===== src/rtl/mem_pkg.sv =====
// rtl/mem_pkg.sv - shared types and constants for the memory access stage
//
// Holds the stage FSM encoding, the datapath width, the wait-counter width
// and the default dm_ack timeout. No ports; imported by the interface and
// the stage top.
package mem_pkg;

    localparam int XLEN            = 64;
    localparam int WAIT_W          = 10;
    localparam int TIMEOUT_DEFAULT = 255;

    typedef enum logic [1:0] {
        IDLE   = 2'd0,
        ACCESS = 2'd1,
        DONE   = 2'd2
    } mem_state_e;

    // Doubleword accesses only: the low three address bits must be zero.
    function automatic logic is_dword_aligned(input logic [2:0] addr_lo);
        return addr_lo == 3'b000;
    endfunction

endpackage


===== src/rtl/mem_access_stage_if.sv =====
// rtl/mem_access_stage_if.sv - data-memory request/response bus
//
// Signals:
//   dm_req    request strobe, held until the ack cycle
//   dm_we     write enable (valid while dm_req)
//   dm_addr   byte address (valid while dm_req)
//   dm_wdata  store data (valid while dm_req)
//   dm_ack    one-cycle completion pulse from memory
//   dm_rdata  load data, valid with dm_ack
// Modports: master = pipeline stage, slave = memory.
interface mem_access_stage_if;
    import mem_pkg::*;

    logic            dm_req;
    logic            dm_we;
    logic [XLEN-1:0] dm_addr;
    logic [XLEN-1:0] dm_wdata;
    logic            dm_ack;
    logic [XLEN-1:0] dm_rdata;

    modport master (
        output dm_req,
        output dm_we,
        output dm_addr,
        output dm_wdata,
        input  dm_ack,
        input  dm_rdata
    );

    modport slave (
        input  dm_req,
        input  dm_we,
        input  dm_addr,
        input  dm_wdata,
        output dm_ack,
        output dm_rdata
    );

endinterface


===== src/rtl/flopenr.sv =====
// rtl/flopenr.sv - enabled register with asynchronous active-high reset
//
// Ports:
//   clk    rising-edge clock
//   reset  asynchronous active-high reset, clears q
//   en     load enable
//   d      next value
//   q      registered value
module flopenr #(
    parameter int WIDTH = 8
) (
    input  logic             clk,
    input  logic             reset,
    input  logic             en,
    input  logic [WIDTH-1:0] d,
    output logic [WIDTH-1:0] q
);

    always_ff @(posedge clk or posedge reset) begin
        if (reset) begin
            q <= '0;
        end else if (en) begin
            q <= d;
        end
    end

endmodule


===== src/rtl/mem_access_stage.sv =====
// rtl/mem_access_stage.sv - pipeline memory stage with data-memory handshake
//
// Captures execute-stage results, performs at most one data-memory access per
// instruction, and hands results to writeback with a one-cycle valid_M pulse.
//
// Ports:
//   clk, reset                      clock, asynchronous active-high reset
//   valid_E                         execute stage presents an instruction
//   Branch_E, memRead_E, memWrite_E control bits
//   PCBranch_E, aluResult_E,
//   writeData_E, zero_E             execute results
//   stall_M                         upstream must hold its inputs
//   dm (master)                     data-memory request/response bus
//   valid_M                         writeback results complete (pulse)
//   aluResult_M, readData_M         writeback results
//   PCSrc_M, PCBranch_M             branch select and target
//   align_fault, bus_error          one-cycle error pulses
module mem_access_stage
    import mem_pkg::*;
#(
    parameter int TIMEOUT = TIMEOUT_DEFAULT
) (
    input  logic               clk,
    input  logic               reset,
    input  logic               valid_E,
    input  logic               Branch_E,
    input  logic               memRead_E,
    input  logic               memWrite_E,
    input  logic [XLEN-1:0]    PCBranch_E,
    input  logic [XLEN-1:0]    aluResult_E,
    input  logic [XLEN-1:0]    writeData_E,
    input  logic               zero_E,
    output logic               stall_M,
    mem_access_stage_if.master dm,
    output logic               valid_M,
    output logic [XLEN-1:0]    aluResult_M,
    output logic [XLEN-1:0]    readData_M,
    output logic               PCSrc_M,
    output logic [XLEN-1:0]    PCBranch_M,
    output logic               align_fault,
    output logic               bus_error
);

    // Counter value seen in the last ACCESS cycle allowed before abort.
    localparam logic [WAIT_W-1:0] WAIT_LAST = WAIT_W'(TIMEOUT - 1);

    mem_state_e        state_q, state_d;
    logic [WAIT_W-1:0] wait_cnt_q, wait_cnt_d;
    logic              dm_req_q, dm_req_d;
    logic              valid_q, valid_d;
    logic              pcsrc_q, pcsrc_d;
    logic              align_fault_q, align_fault_d;
    logic              bus_error_q, bus_error_d;

    logic              branch_m, memread_m, memwrite_m, zero_m;
    logic [XLEN-1:0]   pcbranch_m, alu_m, wdata_m, rdata_m;

    logic              capture_en;
    logic              rdata_en;

    // Capture only happens in IDLE and DONE. The ack cycle also drops stall_M,
    // but the M registers still feed the DONE cycle that follows, so they
    // cannot be overwritten there.
    assign capture_en = valid_E && (state_q != ACCESS);

    // Both memRead and memWrite set is a store, so it never loads readData_M.
    assign rdata_en = (state_q == ACCESS) && dm.dm_ack && memread_m && !memwrite_m;

    flopenr #(.WIDTH(1)) u_branch_m (
        .clk(clk), .reset(reset), .en(capture_en), .d(Branch_E), .q(branch_m)
    );
    flopenr #(.WIDTH(1)) u_memread_m (
        .clk(clk), .reset(reset), .en(capture_en), .d(memRead_E), .q(memread_m)
    );
    flopenr #(.WIDTH(1)) u_memwrite_m (
        .clk(clk), .reset(reset), .en(capture_en), .d(memWrite_E), .q(memwrite_m)
    );
    flopenr #(.WIDTH(1)) u_zero_m (
        .clk(clk), .reset(reset), .en(capture_en), .d(zero_E), .q(zero_m)
    );
    flopenr #(.WIDTH(XLEN)) u_pcbranch_m (
        .clk(clk), .reset(reset), .en(capture_en), .d(PCBranch_E), .q(pcbranch_m)
    );
    flopenr #(.WIDTH(XLEN)) u_alu_m (
        .clk(clk), .reset(reset), .en(capture_en), .d(aluResult_E), .q(alu_m)
    );
    flopenr #(.WIDTH(XLEN)) u_wdata_m (
        .clk(clk), .reset(reset), .en(capture_en), .d(writeData_E), .q(wdata_m)
    );
    flopenr #(.WIDTH(XLEN)) u_rdata_m (
        .clk(clk), .reset(reset), .en(rdata_en), .d(dm.dm_rdata), .q(rdata_m)
    );

    // Next-state and next-output logic. Every registered output defaults to
    // zero so pulses last exactly one cycle.
    always_comb begin
        state_d       = state_q;
        wait_cnt_d    = wait_cnt_q;
        dm_req_d      = 1'b0;
        valid_d       = 1'b0;
        pcsrc_d       = 1'b0;
        align_fault_d = 1'b0;
        bus_error_d   = 1'b0;

        unique case (state_q)
            ACCESS: begin
                if (dm.dm_ack) begin
                    // Ack wins over timeout when both land on the same cycle.
                    state_d = DONE;
                    valid_d = 1'b1;
                    pcsrc_d = branch_m & zero_m;
                end else if (wait_cnt_q == WAIT_LAST) begin
                    state_d     = DONE;
                    bus_error_d = 1'b1;
                    pcsrc_d     = branch_m & zero_m;
                end else begin
                    wait_cnt_d = wait_cnt_q + 1'b1;
                    dm_req_d   = 1'b1;
                end
            end

            default: begin
                // IDLE and DONE behave the same: capture if offered, else idle.
                if (valid_E) begin
                    if (memRead_E || memWrite_E) begin
                        if (is_dword_aligned(aluResult_E[2:0])) begin
                            state_d    = ACCESS;
                            wait_cnt_d = '0;
                            dm_req_d   = 1'b1;
                        end else begin
                            state_d       = DONE;
                            align_fault_d = 1'b1;
                            pcsrc_d       = Branch_E & zero_E;
                        end
                    end else begin
                        state_d = DONE;
                        valid_d = 1'b1;
                        pcsrc_d = Branch_E & zero_E;
                    end
                end else begin
                    state_d = IDLE;
                end
            end
        endcase
    end

    always_ff @(posedge clk or posedge reset) begin
        if (reset) begin
            state_q       <= IDLE;
            wait_cnt_q    <= '0;
            dm_req_q      <= 1'b0;
            valid_q       <= 1'b0;
            pcsrc_q       <= 1'b0;
            align_fault_q <= 1'b0;
            bus_error_q   <= 1'b0;
        end else begin
            state_q       <= state_d;
            wait_cnt_q    <= wait_cnt_d;
            dm_req_q      <= dm_req_d;
            valid_q       <= valid_d;
            pcsrc_q       <= pcsrc_d;
            align_fault_q <= align_fault_d;
            bus_error_q   <= bus_error_d;
        end
    end

    // The ack cycle releases the stall combinationally so upstream can move on.
    assign stall_M     = (state_q == ACCESS) && !dm.dm_ack;

    assign dm.dm_req   = dm_req_q;
    assign dm.dm_we    = dm_req_q & memwrite_m;
    assign dm.dm_addr  = alu_m;
    assign dm.dm_wdata = wdata_m;

    assign valid_M     = valid_q;
    assign aluResult_M = alu_m;
    assign readData_M  = rdata_m;
    assign PCSrc_M     = pcsrc_q;
    assign PCBranch_M  = pcbranch_m;
    assign align_fault = align_fault_q;
    assign bus_error   = bus_error_q;

endmodule


===== src/flat_wrapper.sv =====
// flat-port wrapper written by rule: the top's interface ports become plain ports
module mem_access_stage_flat import mem_pkg::*;
#(
    parameter int TIMEOUT = TIMEOUT_DEFAULT
)
  (clk, reset, valid_E, Branch_E, memRead_E, memWrite_E, PCBranch_E, aluResult_E, writeData_E, zero_E, stall_M, valid_M, aluResult_M, readData_M, PCSrc_M, PCBranch_M, align_fault, bus_error, dm_dm_req, dm_dm_we, dm_dm_addr, dm_dm_wdata, dm_dm_ack, dm_dm_rdata);
  mem_access_stage_if dm_i ();
  input  logic clk;
  input  logic reset;
  input  logic valid_E;
  input  logic Branch_E;
  input  logic memRead_E;
  input  logic memWrite_E;
  input  logic [XLEN-1:0] PCBranch_E;
  input  logic [XLEN-1:0] aluResult_E;
  input  logic [XLEN-1:0] writeData_E;
  input  logic zero_E;
  output logic stall_M;
  output logic valid_M;
  output logic [XLEN-1:0] aluResult_M;
  output logic [XLEN-1:0] readData_M;
  output logic PCSrc_M;
  output logic [XLEN-1:0] PCBranch_M;
  output logic align_fault;
  output logic bus_error;
  output wire logic [$bits(dm_i.dm_req)-1:0] dm_dm_req;
  output wire logic [$bits(dm_i.dm_we)-1:0] dm_dm_we;
  output wire logic [$bits(dm_i.dm_addr)-1:0] dm_dm_addr;
  output wire logic [$bits(dm_i.dm_wdata)-1:0] dm_dm_wdata;
  input wire logic [$bits(dm_i.dm_ack)-1:0] dm_dm_ack;
  input wire logic [$bits(dm_i.dm_rdata)-1:0] dm_dm_rdata;
  assign dm_dm_req = dm_i.dm_req;
  assign dm_dm_we = dm_i.dm_we;
  assign dm_dm_addr = dm_i.dm_addr;
  assign dm_dm_wdata = dm_i.dm_wdata;
  assign dm_i.dm_ack = dm_dm_ack;
  assign dm_i.dm_rdata = dm_dm_rdata;
  mem_access_stage #(.TIMEOUT(TIMEOUT)) u_core (.clk(clk), .reset(reset), .valid_E(valid_E), .Branch_E(Branch_E), .memRead_E(memRead_E), .memWrite_E(memWrite_E), .PCBranch_E(PCBranch_E), .aluResult_E(aluResult_E), .writeData_E(writeData_E), .zero_E(zero_E), .stall_M(stall_M), .dm(dm_i), .valid_M(valid_M), .aluResult_M(aluResult_M), .readData_M(readData_M), .PCSrc_M(PCSrc_M), .PCBranch_M(PCBranch_M), .align_fault(align_fault), .bus_error(bus_error));
endmodule

===== config.mk =====
export PLATFORM = sky130hd
export DESIGN_NAME = mem_access_stage_flat
export DESIGN_NICKNAME = d
export VERILOG_FILES = /design/src/rtl/mem_pkg.sv /design/src/rtl/mem_access_stage_if.sv /design/src/rtl/flopenr.sv /design/src/rtl/mem_access_stage.sv /design/src/flat_wrapper.sv
export SDC_FILE = /design/constraint.sdc
export NUM_CORES = 1
export LEC_CHECK = 0
export ABC_CLOCK_PERIOD_IN_PS = 18100
export BUFFER_PORTS_ARGS = -buffer_cell sky130_fd_sc_hd__buf_2
export CAP_MARGIN = 20
export CORE_AREA = 2 2 228 230
export CTS_CLUSTER_DIAMETER = 200
export DETAILED_ROUTE_END_ITERATION = 8
export DIE_AREA = 0 0 230 232
export PLACE_DENSITY = 0.5
export SETUP_SLACK_MARGIN = 0.05
export SLEW_MARGIN = 20
export SYNTH_ARGS = -nofsm -noshare
export SYNTH_HDL_FRONTEND = slang
export SYNTH_SLANG_ARGS = --single-unit

===== constraint.sdc =====
create_clock -name clk -period 18.1 [get_ports clk]
set_clock_uncertainty 0.2 [all_clocks]
set_input_delay 0.905 -clock clk [delete_from_list [all_inputs] [get_ports clk]]
set_output_delay 0.905 -clock clk [all_outputs]
set_load 0.01 [all_outputs]

==> results of run 1 <==
-- cells in the mapped netlist (2+ instances only) --
cell type | instances | share of area
nor3_1 | 3 | 0.0013
and3_1 | 2 | 0.0011
buf_2 | 20 | 0.0087
dfrtp_1 | 277 | 0.60
nand3_1 | 5 | 0.0022
nand2_1 | 593 | 0.19
o21ai_0 | 6 | 0.0026
clkbuf_1 | 14 | 0.0046
buf_6 | 3 | 0.0029
buf_12 | 6 | 0.010
mux2_4 | 61 | 0.080
ha_1 | 2 | 0.0022
and2_1 | 2 | 0.0011
a21oi_1 | 4 | 0.0017
inv_1 | 7 | 0.0023
mux2i_1 | 2 | 0.0017
nor2_1 | 6 | 0.0020
nand4_1 | 2 | 0.0011
a31oi_1 | 3 | 0.0016
buf_4 | 75 | 0.049
nor4_1 | 2 | 0.0011
and4_1 | 3 | 0.0023
mux2_2 | 4 | 0.0039
-- critical path, stage by stage --
cell and delay (ps):
buf_2 120, or3b_1 460, inv_2 160, buf_2 170
-- through the flow --
step	std cells	hold slack, ps	utilization	worst slack (ps)	cell area [um2]
global placement	2282	254	0.285	14590	14500
CTS	2342	271	0.305	15150	15500
floorplan	1122	236	-	9360	11500
detailed placement	2282	257	0.285	14570	14500
global route	2343	289	0.305	14920	15500
finish	2344	264	0.305	15180	15500
-- registers in the layout (all words and copies together), names as in the netlist, 2 cells and up --
signal / flops
u_core.u_alu_m.q: 64
u_core.u_pcbranch_m.q: 64
u_core.wait_cnt_q: 10
u_core.u_rdata_m.q: 64
u_core.u_wdata_m.q: 64
u_core.state_q: 2
-- report_power, final --
part | leakage [nW] | internal, mW | total, mW | switching (mW)
Sequential | 3.49 | 0.685 | 0.732 | 0.0471
Clock | 0.511 | 0.369 | 0.634 | 0.265
Combinational | 4.84 | 0.114 | 0.258 | 0.144
-- worst paths after layout --
path | to
worst max-delay path | stall_M
worst min-delay path | u_core.u_wdata_m.q[32]
worst max register to register | u_core.u_rdata_m.q[59]
worst min register to register | u_core.u_wdata_m.q[32]
max in group asynchronous | u_core.u_alu_m.q[9]
min in group asynchronous | u_core.u_pcbranch_m.q[29]
-- final cells by class --
type                            instances  share of cell area
Timing Repair Buffer                  598               0.194
Inverter                                8             0.00242
Sequential cell                       277               0.447
Clock inverter                         10             0.00443
Multi-Input combinational cell        719               0.235
Tap cell                              680              0.0548
Clock buffer                           50              0.0619
Antenna cell                            2            0.000323
-- metal layers --
| metal | vias up | global-route usage |
|---|---|---|
| li1 | 4471 | - |
| met4 | 2 | 0.0405 |
| met5 | - | 0 |
| met2 | 385 | 0.215 |
| met3 | 48 | 0.0382 |
| met1 | 4514 | 0.155 |
-- cell families (layout without fill, tap and decap cells) --
logic type,after synthesis,in the layout,synth area share
compound gates,25,25,0.0163
fa+ha+maj,2,2,0.00218
buf+inv,126,666,0.0785
flops,277,277,0.605
mux,67,67,0.0856
other cells,0,2,0
simple gates,625,625,0.213
==> flow_summary.yaml, run 1 <==
finish:
  multiInputGateArea_um2: 3650
  fillers: 5413
  synthToLayoutAreaGrowth_pct: 35.3
  layout.cells.most_common_list: "592 x nand2_1, 590 x buf_2, 277 x dfrtp_1, 61 x mux2_4, 34 x clkbuf_16"
  seqCellArea_um2: 6930
  layout_commonest_cell: "nand2_1"
  fin_nets: 1904
  drive_gt1_frac: 0.435
cts:
  cts_setup_buffers: 0
  worstSkewPairLatency_ps: 520
  cts_max_path_buffers: 3
  htreeDepth: 2
  cts_tree: "yes"
  cts-buffers-inserted: 34
  path_clk_slew_ps: 50
  clockRootBuffer: "clkbuf_16"
  cts_resized: 0
  postCtsHoldBufs: 0
  cts_sinks: 277
route:
  via_per_inst: 4.02
  met2_wirelength_mm: 17.1
  met3_length_mm: 2.68
  post-route-drc-count: 0
  num_vias: 9420
  drt_wl_total_mm: 35.4
  dr.first_iter.drc_count: 327
  m1WireLength_mm: 14.8
  ant_nets: 0
  wl_per_cell_um: 15.1
  top_layer_used: "met5"
  dr.pass1.iters: 4
timing:
  post-route-period-util: 0.161
  maxSlewHeadroom: 0.274
  rsz0062_at_grt: "false"
  drv_slew: 0
  tightest_slew_ps: 1090
  setup-tns-final_ps: 0
  fmax_ghz: 0.343
  setup_viol: 0
  hold_violations: 0
  period_needed_ps: 2920
global_routing:
  grt_pass1_wl_mm: 53.6
  grt_pass1_vias: 9432
  antenna_found_initial: 4
  overflow: 0
  grt_max_degree: 107
  grt.total_usage: 0.127
synthesis:
  ys_seq_area_frac: 0.605
  synthArstFlopShare: 1.00
  synth_edf_count: 0
  netlist_instances: 1122
  synth_ff_type: "dfrtp_1"
  avgSynthCellArea_um2: 10.2
  synth_area_um2: 11500
  synthesis.nets: 1388
  yosys_warnings: 0
  ys_ff_latch: 277
  synth_cell_type_count: 43
power_and_ir_drop:
  p_leak_nw: 8.84
  power.density_nw_per_um2: 105
  ir_drop_mv: 0.0564
  power_mw: 1.62
floorplanning:
  initial_utilization: 0.225
  io_pins: 591
  die_x_um: 230
  rows: 83
  die-area_um2: 53400
  die_h_um: 232
  coreArea_um2: 50900
worst_hold_path:
  holdCritPathClass: "reg -> reg"
  whs_path_depth: 2
  worstHoldStart: "u_core.u_wdata_m.q[32]"
place:
  io_buffer_count: 590
  post-dp-hpwl_mm: 25.8
  gp_congestion: 0.831
setup_path:
  critPathLaunchType: "primary input"
  rr_startpoint: "u_core.state_q[1]"
  arrival_ps: 1810
  r2r_cells: 5
  path_max_fanout: 6
  cp-startpoint: "dm_dm_ack"
  crit_type: "in -> out"
  required_ps: 16990
  critPathCaptureType: "output pin"
  r2r_slack_ps: 15190
job:
  maxCapViolations: 0
run_status:
  outcome: "finished clean"
Power figures use the tool's default switching activity.
==> inputs of run 2 (changes only) <==
- ABC_CLOCK_PERIOD_IN_PS: 18100 -> 2500
- PLACE_DENSITY: 0.5 -> 0.51
- clock period: 18.1 -> 2.5 ns (I/O delays scaled with it)
==> flow_summary.yaml, run 2 (synthesized netlist as in run 1, its figures left out) <==
timing:
  setup_viol: 0
  drv_slew: 0
  post-route-period-util: 0.925
  worst_slack_ps: 188
  tightest_slew_ps: 657
  period_needed_ps: 2310
  fmax_ghz: 0.433
  hold_violations: 0
  maxSlewHeadroom: 0.562
  rsz0062_at_grt: "false"
power_and_ir_drop:
  power.density_nw_per_um2: 638
  p_switching_mw: 3.36
  swShare: 0.279
  power_mw: 12.1
  intPower_mw: 8.70
  seqPwrFrac: 0.439
  ir_drop_mv: 0.538
  comb_power_share: 0.197
  p_leak_nw: 10.3
  clockPowerShare: 0.365
setup_path:
  r2r_slack_ps: 190
  rr_startpoint: "u_core.state_q[1]"
  r2r_cells: 6
  crit_type: "reg -> reg"
  rr_endpoint: "u_core.u_rdata_m.q[60]"
  critPathLaunchType: "register"
  critPathCaptureType: "register"
  cp-startpoint: "u_core.state_q[1]"
  required_ps: 2750
  arrival_ps: 2560
  path_max_fanout: 14
floorplanning:
  io_pins: 591
  die_h_um: 232
  rows: 83
  initial_utilization: 0.225
  coreArea_um2: 50900
  die-area_um2: 53400
  die_x_um: 230
route:
  dr.first_iter.drc_count: 300
  ant_nets: 0
  via_per_inst: 4.01
  num_vias: 10718
  post-route-drc-count: 0
  wl_per_cell_um: 14.6
  dr.pass1.iters: 4
  drt_wl_total_mm: 39.0
global_routing:
  grt.total_usage: 0.139
  grt_pass1_vias: 11123
  grt_max_degree: 119
  overflow: 0
  grt_pass1_wl_mm: 60.0
  antenna_found_initial: 1
finish:
  layout_commonest_cell: "nand2_1"
  fin_nets: 2237
  instances_no_fill: 2673
  synthToLayoutAreaGrowth_pct: 64.8
  diodes: 0
  drive_gt1_frac: 0.374
  layout.cells.most_common_list: "592 x nand2_1, 590 x buf_2, 314 x dlygate4sd3_1, 277 x dfrtp_1, 61 x mux2_4"
  fillers: 5042
place:
  io_buffer_count: 590
  gp_congestion: 0.785
  post-dp-hpwl_mm: 26.5
  placed_cells: 2303
  pre_cts_slack_ps: 382
cts:
  cts_max_path_buffers: 3
  worstSkewPairLatency_ps: 570
  cts_sinks: 277
  cts-buffers-inserted: 31
  cts_tree: "yes"
  clockRootBuffer: "clkbuf_16"
  htreeDepth: 1
  path_clk_slew_ps: 60
worst_hold_path:
  worstHoldStart: "aluResult_E[17]"
  holdCritPathClass: "in -> reg"
  whs_path_depth: 4
  holdPathEnd: "u_core.u_alu_m.q[17]"
job:
  maxCapViolations: 0
run_status:
  outcome: "finished clean"
## run 2: worst max-delay path by stage
stage	to	slack (ps)	depth (start not counted)
6_report	u_core.u_rdata_m.q[60]	190	6
2_1_floorplan	u_core.PCSrc_M	-1490	1
5_1_grt	u_core.u_pcbranch_m.q[62]	70	7
3_5_place_dp	u_core.wait_cnt_q[1]	380	6
3_3_place_gp	u_core.wait_cnt_q[1]	430	6
4_1_cts	u_core.u_pcbranch_m.q[62]	70	7
## run 2: timing repair
action                                  4_1_cts  5_1_grt
hold buffers                                314        0
gates resized for setup                       0        1
endpoints found under the setup margin        0        6
hold endpoints to repair                    554        0
buffers inserted                              0        1
## run 2: final cells by class
cell class | count | area (um2) | share of cell area
timing repair buffer | 934 | 6460 | 0.342
inverter | 8 | 33.8 | 0.00179
clock buffer | 43 | 881 | 0.0466
tap | 680 | 851 | 0.0450
sequential | 277 | 6930 | 0.367
clock inverter | 12 | 90.1 | 0.00477
multi-input combinational | 719 | 3650 | 0.193
## run 2: power groups by stage
stage,combinational (mW),sequential [mW],clock [mW]
finish,2.37,5.29,4.40
CTS,2.38,5.29,4.55
global route,2.59,5.34,4.74
floorplan,0.872,5.53,0
detailed placement,1.97,5.36,0
global placement,1.95,5.35,0
## run 2: routing by layer
layer	vias up	routed length [um]	track usage
met5	-	13	0
met4	2	1280	0.0466
met3	73	2230	0.0271
met2	401	20100	0.256
met1	5114	15400	0.161
li1	5128	-	-
## run 2: critical path, cell delays in order (launching register included)
cell and delay, ps:
dfrtp_1 410, nor2b_4 140, nand2_2 90, nor3b_4 230, buf_12 190, mux2_2 350
dlygate4sd3_1 570
## run 2: per-stage QoR
step	utilization	hold slack, ps	instance area [um2]	setup TNS [ps]
detailed placement	0.290	-57.5	14800	0
finish	0.371	78.7	18900	0
global route	0.371	54.5	18900	0
CTS	0.371	26.4	18900	0
floorplan	-	23.0	11500	-412830
global placement	0.290	-50.5	14800	0
==> inputs of run 3 (changes only) <==
- ABC_AREA: not set -> 1
- CORE_AREA: 2 2 228 230 -> 2 2 232 234
- DIE_AREA: 0 0 230 232 -> 0 0 234 236
- PLACE_DENSITY: 0.51 -> 0.49
==> flow_summary.yaml, run 3 <==
place:
  io_buffer_count: 590
  post-dp-hpwl_mm: 28.0
  gp_congestion: 0.837
power_and_ir_drop:
  p_leak_nw: 10.0
  power_mw: 12.6
  power.density_nw_per_um2: 683
  ir_drop_mv: 0.363
setup_path:
  path_max_fanout: 52
  rr_endpoint: "u_core.u_alu_m.q[48]"
  critPathLaunchType: "register"
  r2r_slack_ps: 220
  arrival_ps: 2540
  rr_startpoint: "u_core.state_q[0]"
  setup.worst_path.end: "u_core.u_alu_m.q[48]"
  required_ps: 2760
  cp-startpoint: "u_core.state_q[0]"
  r2r_cells: 7
  critPathCaptureType: "register"
  crit_type: "reg -> reg"
global_routing:
  grt_pass1_vias: 11370
  use_met3: 0.0338
  grt_pass1_wl_mm: 61.2
  grt_use_met1: 0.163
  grt.total_usage: 0.140
  grt_use_met2: 0.241
  overflow: 0
  busiest_layer: "met2"
  grt_max_degree: 75
  antenna_found_initial: 1
worst_hold_path:
  holdCritPathClass: "in -> reg"
timing:
  setup-tns-final_ps: 0
  rsz0062_at_grt: "false"
  hold_violations: 0
  fmax_ghz: 0.438
  maxSlewHeadroom: 0.663
  drv_slew: 0
  period_needed_ps: 2280
  post-route-period-util: 0.913
  tightest_slew_ps: 505
  setup_viol: 0
route:
  num_vias: 11094
  dr.pass1.iters: 5
  post-route-drc-count: 0
  ant_nets: 0
  via_per_inst: 3.95
  dr.first_iter.drc_count: 474
  drt_wl_total_mm: 40.0
  wl_per_cell_um: 14.2
floorplanning:
  initial_utilization: 0.211
  die-area_um2: 55200
  coreArea_um2: 53100
  die_x_um: 234
  io_pins: 591
  die_h_um: 236
  rows: 85
synthesis:
  ys_ff_latch: 277
  synthArstFlopShare: 1.00
  ys_seq_area_frac: 0.619
  synth_edf_count: 0
  yosysMostFrequentCell: "nand2_1"
  netlist_instances: 1286
  synthesis.nets: 1552
  synthTopCellsByArea: "dfrtp_1 62%, nand2_1 23%, buf_4 4.3%"
  synth_ff_type: "dfrtp_1"
  synth_top_area_cell: "dfrtp_1"
  yosys_warnings: 0
  avgSynthCellArea_um2: 8.71
  synth_cell_type_count: 25
  ys_top_cells_by_count: "682 x nand2_1, 277 x dfrtp_1, 83 x inv_1"
  synth_top_area_share: 0.619
  synth_area_um2: 11200
cts:
  htreeDepth: 2
  worstSkewPairLatency_ps: 520
  clockRootBuffer: "clkbuf_16"
  cts_tree: "yes"
  cts_max_path_buffers: 3
  cts_sinks: 277
  path_clk_slew_ps: 60
  cts-buffers-inserted: 34
finish:
  diodes: 0
  layout_commonest_cell: "nand2_1"
  fin_nets: 2357
  synthToLayoutAreaGrowth_pct: 64.8
  drive_gt1_frac: 0.323
  layout.cells.most_common_list: "681 x nand2_1, 590 x buf_2, 277 x dfrtp_1, 267 x dlygate4sd3_1, 82 x inv_1"
job:
  maxCapViolations: 0
run_status:
  outcome: "finished clean"
[run 3: cell types whose count changed after synthesis, moves of 6 or more]
cell and delta:
buf_4 -11, nand2_1 +89, mux2_4 -61, clkbuf_1 +9, buf_12 -6, buf_2 +13, o21ai_0 +75, nand3_1 +6
inv_1 +76
[run 3: worst min-delay path by stage]
stage,from,to,cells after the start
floorplan,dm_dm_ack,u_core.bus_error,1
global placement,reset,u_core.u_alu_m.q[12],2
detailed placement,reset,u_core.u_alu_m.q[9],2
CTS,PCBranch_E[34],u_core.u_pcbranch_m.q[34],4
global route,PCBranch_E[16],u_core.u_pcbranch_m.q[16],4
finish,writeData_E[45],u_core.u_wdata_m.q[45],4
[run 3: per-layer routing]
metal / up-vias / wire (um)
li1: 5427 / -
met1: 5160 / 16200
met2: 406 / 19500
met3: 99 / 2540
met4: 2 / 1680
met5: - / 10
[run 3: final cells by class]
cell class / count / area, um2
clock buffer: 51 / 1030
sequential: 277 / 6930
multi-input combinational: 802 / 3220
tap: 696 / 871
timing repair buffer: 892 / 6030
inverter: 84 / 327
fill: 5367 / 34600
clock inverter: 5 / 57.6
[run 3: repair_timing]
action / 4_1_cts / 5_1_grt
buffers inserted: 0 / 0
hold buffers: 267 / 0
gates resized for setup: 0 / 1
hold endpoints to repair: 422 / 0
endpoints found under the setup margin: 0 / 3
[run 3: logic make-up (layout without fill, tap and decap cells)]
group | count (synthesis) | in the layout | share of synthesized area
and+or+nand+nor | 712 | 712 | 0.243
DFF | 277 | 277 | 0.619
buffers and inverters | 207 | 1032 | 0.0952
adders and majority gates | 2 | 2 | 0.00223
AOI/OAI and AO/OA | 88 | 88 | 0.0412
[run 3: power by group]
part / internal, mW / switching (mW)
clock network: 2.93 / 1.92
registers: 5.02 / 0.345
logic: 1.11 / 1.28
total: 9.07 / 3.54
[run 3: critical path, stage by stage (launching register included)]
cell	delay, ps
dfrtp_1	380
nand2_2	150
nand2_4	230
inv_8	350
buf_12	240
nand2_1	70
nand2_1	50
dlygate4sd3_1	540
[run 3: per-stage QoR]
step	hold WS, ps	utilization	area [um2]	worst slack, ps	std cells
floorplan	-1.53	-	11200	-1490	1286
global placement	3.54	0.277	14700	578	2484
detailed placement	0.838	0.277	14700	540	2484
CTS	79.9	0.348	18500	71.1	2807
global route	106	0.348	18500	61.2	2807
finish	129	0.348	18500	218	2807
